==> src/rtl/gumnut_port_hub.sv <==
`default_nettype none
// gumnut_port_hub: N-channel I/O port block on the Gumnut port bus with edge-capture interrupts.
// Rev 1.0
module gumnut_port_hub #(
  parameter int                DATA_W    = 8,
  parameter int                ADDR_W    = 8,
  parameter int                N_CH      = 4,
  parameter logic [ADDR_W-1:0] BASE_ADDR = '0,
  parameter int                WAIT_CYC  = 0
) (
  input  logic                                     clk,
  input  logic                                     rst,
  input  logic                                     clkEn_i,
  input  logic                                     port_cyc_i,
  input  logic                                     port_stb_i,
  input  logic                                     port_we_i,
  input  logic [ADDR_W-1:0]                        port_adr_i,
  input  logic [DATA_W-1:0]                        port_dat_i,
  output logic [DATA_W-1:0]                        port_dat_o,
  output logic                                     port_ack_o,
  input  logic [N_CH*DATA_W-1:0]                   ch_in_i,
  output logic [N_CH*DATA_W-1:0]                   ch_out_o,
  output logic                                     int_req_o,
  input  logic                                     int_ack_i,
  output logic [((N_CH > 1) ? $clog2(N_CH) : 1)-1:0] int_vec_o
);

  localparam int         VEC_W     = (N_CH > 1) ? $clog2(N_CH) : 1;
  localparam logic [3:0] WAIT_INIT = 4'(WAIT_CYC);

  typedef enum logic [1:0] {B_IDLE, B_WAIT, B_ACK, B_DONE} bus_state_t;
  typedef enum logic [1:0] {I_IDLE, I_REQ, I_SERV} irq_state_t;

  bus_state_t bus_state;
  irq_state_t irq_state;
  logic [3:0] wait_cnt;
  logic [1:0] arm_cnt;

  logic [N_CH-1:0][DATA_W-1:0] out_reg;
  logic [N_CH-1:0][DATA_W-1:0] mask_reg;
  logic [N_CH-1:0][DATA_W-1:0] stat_reg;
  logic [N_CH-1:0][DATA_W-1:0] sync1;
  logic [N_CH-1:0][DATA_W-1:0] sync2;
  logic [N_CH-1:0][DATA_W-1:0] prev;
  logic [N_CH-1:0][DATA_W-1:0] rise_set;
  logic [N_CH-1:0][DATA_W-1:0] w1c;
  logic [N_CH-1:0][DATA_W-1:0] stat_next;
  logic [N_CH-1:0]             pend;

  logic [ADDR_W-1:0] rel;
  logic [ADDR_W-3:0] ch_sel;
  logic              hit;
  logic              armed;
  logic              wr_commit;
  logic [DATA_W-1:0] rd_data;
  logic [VEC_W-1:0]  low_idx;

  assign rel       = port_adr_i - BASE_ADDR;
  assign ch_sel    = rel[ADDR_W-1:2];
  assign hit       = (port_adr_i >= BASE_ADDR) && ({2'b00, ch_sel} < ADDR_W'(N_CH));
  // The synchroniser chain and prev register need three enabled clocks to fill after reset.
  assign armed     = (arm_cnt == 2'd3);
  assign wr_commit = (bus_state == B_ACK) && port_we_i && hit;
  assign ch_out_o  = out_reg;

  always_comb begin
    rd_data = '0;
    for (int i = 0; i < N_CH; i++) begin
      if (hit && ch_sel == (ADDR_W-2)'(i)) begin
        case (rel[1:0])
          2'd0:    rd_data = out_reg[i];
          2'd1:    rd_data = sync2[i];
          2'd2:    rd_data = mask_reg[i];
          default: rd_data = stat_reg[i];
        endcase
      end
    end
  end

  // A rising edge landing in the same cycle as a W1C of that bit keeps the bit set.
  always_comb begin
    rise_set  = '0;
    w1c       = '0;
    stat_next = '0;
    pend      = '0;
    for (int i = 0; i < N_CH; i++) begin
      if (armed)
        rise_set[i] = sync2[i] & ~prev[i];
      if (wr_commit && ch_sel == (ADDR_W-2)'(i) && rel[1:0] == 2'd3)
        w1c[i] = port_dat_i;
      stat_next[i] = (stat_reg[i] & ~w1c[i]) | rise_set[i];
      pend[i]      = |(stat_reg[i] & mask_reg[i]);
    end
  end

  always_comb begin
    low_idx = '0;
    for (int i = N_CH - 1; i >= 0; i--) begin
      if (pend[i])
        low_idx = VEC_W'(i);
    end
  end

  always_ff @(posedge clk) begin
    if (!rst) begin
      out_reg  <= '0;
      mask_reg <= '0;
      stat_reg <= '0;
      sync1    <= '0;
      sync2    <= '0;
      prev     <= '0;
      arm_cnt  <= '0;
    end else if (clkEn_i) begin
      sync1    <= ch_in_i;
      sync2    <= sync1;
      prev     <= sync2;
      stat_reg <= stat_next;
      if (!armed)
        arm_cnt <= arm_cnt + 2'd1;
      for (int i = 0; i < N_CH; i++) begin
        if (wr_commit && ch_sel == (ADDR_W-2)'(i)) begin
          case (rel[1:0])
            2'd0:    out_reg[i]  <= port_dat_i;
            2'd2:    mask_reg[i] <= port_dat_i;
            default: ;
          endcase
        end
      end
    end
  end

  // The master holds address and data until it sees ack, so decode uses the live bus.
  always_ff @(posedge clk) begin
    if (!rst) begin
      bus_state  <= B_IDLE;
      wait_cnt   <= '0;
      port_ack_o <= 1'b0;
      port_dat_o <= '0;
    end else if (clkEn_i) begin
      port_ack_o <= 1'b0;
      port_dat_o <= '0;
      case (bus_state)
        B_IDLE: begin
          if (port_cyc_i && port_stb_i) begin
            if (WAIT_CYC == 0) begin
              bus_state  <= B_ACK;
              port_ack_o <= 1'b1;
              port_dat_o <= rd_data;
            end else begin
              bus_state <= B_WAIT;
              wait_cnt  <= WAIT_INIT;
            end
          end
        end
        B_WAIT: begin
          wait_cnt <= wait_cnt - 4'd1;
          if (wait_cnt == 4'd1) begin
            bus_state  <= B_ACK;
            port_ack_o <= 1'b1;
            port_dat_o <= rd_data;
          end
        end
        B_ACK:   bus_state <= B_DONE;
        B_DONE:  if (!port_stb_i) bus_state <= B_IDLE;
        default: bus_state <= B_IDLE;
      endcase
    end
  end

  always_ff @(posedge clk) begin
    if (!rst) begin
      irq_state <= I_IDLE;
      int_req_o <= 1'b0;
      int_vec_o <= '0;
    end else if (clkEn_i) begin
      case (irq_state)
        I_IDLE: begin
          if (|pend) begin
            irq_state <= I_REQ;
            int_req_o <= 1'b1;
            int_vec_o <= low_idx;
          end
        end
        I_REQ: begin
          if (int_ack_i) begin
            irq_state <= I_SERV;
            int_req_o <= 1'b0;
          end
        end
        I_SERV:  if (!pend[int_vec_o]) irq_state <= I_IDLE;
        default: irq_state <= I_IDLE;
      endcase
    end
  end

endmodule
`default_nettype wire

==> config.mk <==
export PLATFORM = sky130hd
export DESIGN_NAME = gumnut_port_hub
export DESIGN_NICKNAME = d
export VERILOG_FILES = /design/src/rtl/gumnut_port_hub.sv
export SDC_FILE = /design/constraint.sdc
export NUM_CORES = 1
export LEC_CHECK = 0
export CAP_MARGIN = 20
export CORE_UTILIZATION = 45
export CTS_CLUSTER_SIZE = 25
export DETAILED_ROUTE_END_ITERATION = 7
export HOLD_SLACK_MARGIN = 0.05
export PLACE_DENSITY = 0.69
export SYNTH_ARGS = -nofsm -noshare
export SYNTH_HDL_FRONTEND = slang
export SYNTH_SLANG_ARGS = --single-unit
==> constraint.sdc <==
create_clock -name clk -period 1.9 [get_ports clk]
set_input_delay 0.285 -clock clk [delete_from_list [all_inputs] [get_ports clk]]
set_output_delay 0.285 -clock clk [all_outputs]
set_load 0.05 [all_outputs]
==> impl_metrics.toml <==
[route]
routed_wl_um = 26250
antenna_left = 0
drt-pass1-iter-count = 5
wl_per_cell_um = 18.78
drtIter0Drc = 552
drcViolationCount = 0
viasPerCell = 5.544
num_vias = 7750

[critical_path]
r2r-start = "wait_cnt[1]"
crit_buf_inv = 3
crit_slowest_cell = "or4_1"
worst-path-stages = 8
crit_family = "simple AND/OR/NAND/NOR gates"
rr_worst_depth = 8
critPathArrivalTime_ns = 2.22
worstSetupStartpoint = "port_adr_i[7]"
slowest_delay_ns = 0.64
worstPathRequired_ns = 2.30
critPathKind = "in -> reg"
critPathMaxFanout = 8
crit_chain = "clkdlybuf4s50_1, or4_1, buf_4, nor3_2, buf_4, nand2_1, nand2_1, a21oi_1"
cp-end-kind = "register"
crit_path_start_kind = "input port"

[timing]
setup-violations-final = 0
fmax_mhz = 550.8
tightest_slew_ns = 0.5229
layout_min_cycle_time_ns = 1.816
slew_violations = 0
period_share_pct = 95.56
hold_viol_final = 0
relSlewSlack_pct = 65.14
rsz0062_at_grt = "true"
skew_ns = 0.01053

[floorplan]
die_h_um = 145.4
die_x_um = 145.4
row_count = 52
floorplan.initialDensity_pct = 45.89
coreArea_sq_um = 20170
io_pins = 99
design.die.area_sq_um = 21150

[clocking]
cts_made_buffers = 24
htree_levels = 1
tritoncts = "yes"
clk_latency_ns = 0.52
clockBufferDepth = 3
clkTransAtPathRegs_ns = 0.06
clockRootBuffer = "clkbuf_16"
clock_sinks = 214

[pwr]
powerDensity_nw_per_um2 = 844.5
leakage_nw = 4.814
irDropWorstVdd_v = 0.0007514

[layout]
synthToLayoutAreaGrowth_pct = 28.32
stdcell_count = 1398
final_area_sq_um = 11880
nets = 1169
final_layout_size_suffix_gt1_share_pct = 18.35
num_antenna_cells = 0

[place]
io_buffers = 98
gp_congestion = 0.9236
place_area_sq_um = 11100
dp.final_hpwl_um = 18850
dp_cells = 1355

[synth]
async_flop_share_pct = 0
synthFlopType = "dfxtp_1"
yosys_warnings = 0
synth.avg_cell_area_sq_um = 9.642
synth.net_count = 1018
synth_edf_count = 0
synth.yosys.seq_area_share_pct = 46.28
syn_inst = 960
yosys_register_bits = 214
synth.cell_area_sq_um = 9256
ys_types = 53

[run]
maxCapViolations = 0

[grt]
grt_util_met2_pct = 37.84
use_met3_pct = 3.386
grt_pass1_vias = 7280
use_met1_pct = 35.57
grt_busiest_layer = "met2"
grt_max_degree = 52
antenna_found_initial = 0
grt_overflow_total = 0
grt_pass1_wl_um = 41420
grt_usage_pct = 24.89

[min_path]
worstHoldStart = "clkEn_i"
min_path_type = "in -> reg"
hold_depth = 3

[outcome]
status = "completed"
## stage by stage
step	setup TNS [ns]	power, mW	util, %	setup WS, ns	hold slack [ns]
detailed placement	-32.03	5.517	55.02	-0.4051	0.4649
finish	0	10.03	58.89	0.08440	0.1285
global route	-0.007850	10.34	58.89	-0.003937	0.1342
global placement	-30.16	5.506	55.02	-0.3687	0.4543
floorplan	0	5.149	-	0.07529	0.4322
CTS	0	10.11	58.84	0.02090	0.1197
## cells in the final DEF (no fill, tap or decap), types with 6 or more instances in the layout
cell             count
dfxtp_1            214
nor2_1             154
mux2i_1            134
buf_4              100
a21oi_1             75
nand2_1             63
o21ai_0             53
clkdlybuf4s50_1     51
nand3b_1            34
nand3_1             26
mux4_2              25
clkbuf_16           24
dlygate4sd2_1       23
a22oi_1             17
buf_12              13
mux2_2              10
nand2b_1             8
clkbuf_8             8
nor2b_1              7
inv_1                6
## layer usage
metal | up-vias | wire length, um
met4 | 0 | 1151
met3 | 68 | 1838
met5 | - | 0
met1 | 3651 | 12090
met2 | 305 | 11170
li1 | 3726 | -
## area by class of cell
type / count / area (sq um)
Clock buffer: 37 / 729.5
Clock inverter: 6 / 70.07
Fill cell: 1775 / 8292
Inverter: 7 / 31.28
Multi-Input combinational cell: 674 / 4681
Sequential cell: 214 / 4284
Tap cell: 270 / 337.8
Timing Repair Buffer: 190 / 1744
## report_power, final
part	switching [mW]	internal [mW]	leakage, nW
registers	0.0699	4.57	1.73
logic	0.404	0.378	2.68
clock network	1.83	2.78	0.396
## logic make-up after synthesis
group / after synthesis / synth area share (%)
AOI/OAI and AO/OA: 177 / 11.08
muxes: 169 / 21.79
DFF: 214 / 46.28
adders and majority gates: 3 / 0.4056
xor gates and xnor gates: 4 / 0.3785
buffers and inverters: 72 / 3.258
and+or+nand+nor: 321 / 16.80
## Yosys cell counts (all sizes together), types with 2 or more instances
| cell | n | area share (%) |
|---|---|---|
| or3 | 2 | 0.19 |
| and2b | 2 | 0.16 |
| a221oi | 2 | 0.19 |
| a221o | 3 | 0.32 |
| o22ai | 5 | 0.34 |
| a31oi | 2 | 0.14 |
| a22o | 2 | 0.19 |
| a22oi | 17 | 1.4 |
| nor3 | 8 | 0.96 |
| nand2 | 64 | 2.6 |
| buf | 26 | 1.4 |
| a211oi | 2 | 0.16 |
| o21bai | 3 | 0.24 |
| mux2i | 134 | 14 |
| nand3 | 27 | 1.5 |
| mux2 | 10 | 1.2 |
| nor2 | 155 | 6.3 |
| o221a | 2 | 0.24 |
| a21oi | 75 | 4.1 |
| mux4 | 25 | 6.1 |
| nand4b | 3 | 0.45 |
| nand4 | 4 | 0.27 |
| nor3b | 2 | 0.16 |
| nor2b | 7 | 0.47 |
| o311a | 2 | 0.22 |
| o21ai | 54 | 2.9 |
| xnor2 | 2 | 0.19 |
| dfxtp | 214 | 46 |
| nand2b | 8 | 0.54 |
| xor2 | 2 | 0.19 |
| nand3b | 34 | 2.8 |
| o21a | 3 | 0.24 |
| inv | 7 | 0.28 |
| ha | 3 | 0.41 |
| and2 | 2 | 0.14 |
| clkbuf | 39 | 1.6 |
## worst paths after layout
check | endpoint | slack [ns]
min reg2reg | int_req_o | 0.47
max | mask_reg[17] | 0.08
max reg2reg | port_dat_o[0] | 0.12
min | prev[23] | 0.13
## tightest hold or removal path, stage by stage
cell and delay, ns:
buf_6 0.12, mux2i_1 0.09, nor2_1 0.10
## timing repair
action	in CTS	in global routing
resized for setup	23	4
hold buffers	0	0
pin swaps	0	1
buffers inserted	0	0
endpoints found under the setup margin	23	15
Power figures use the tool's default switching activity.
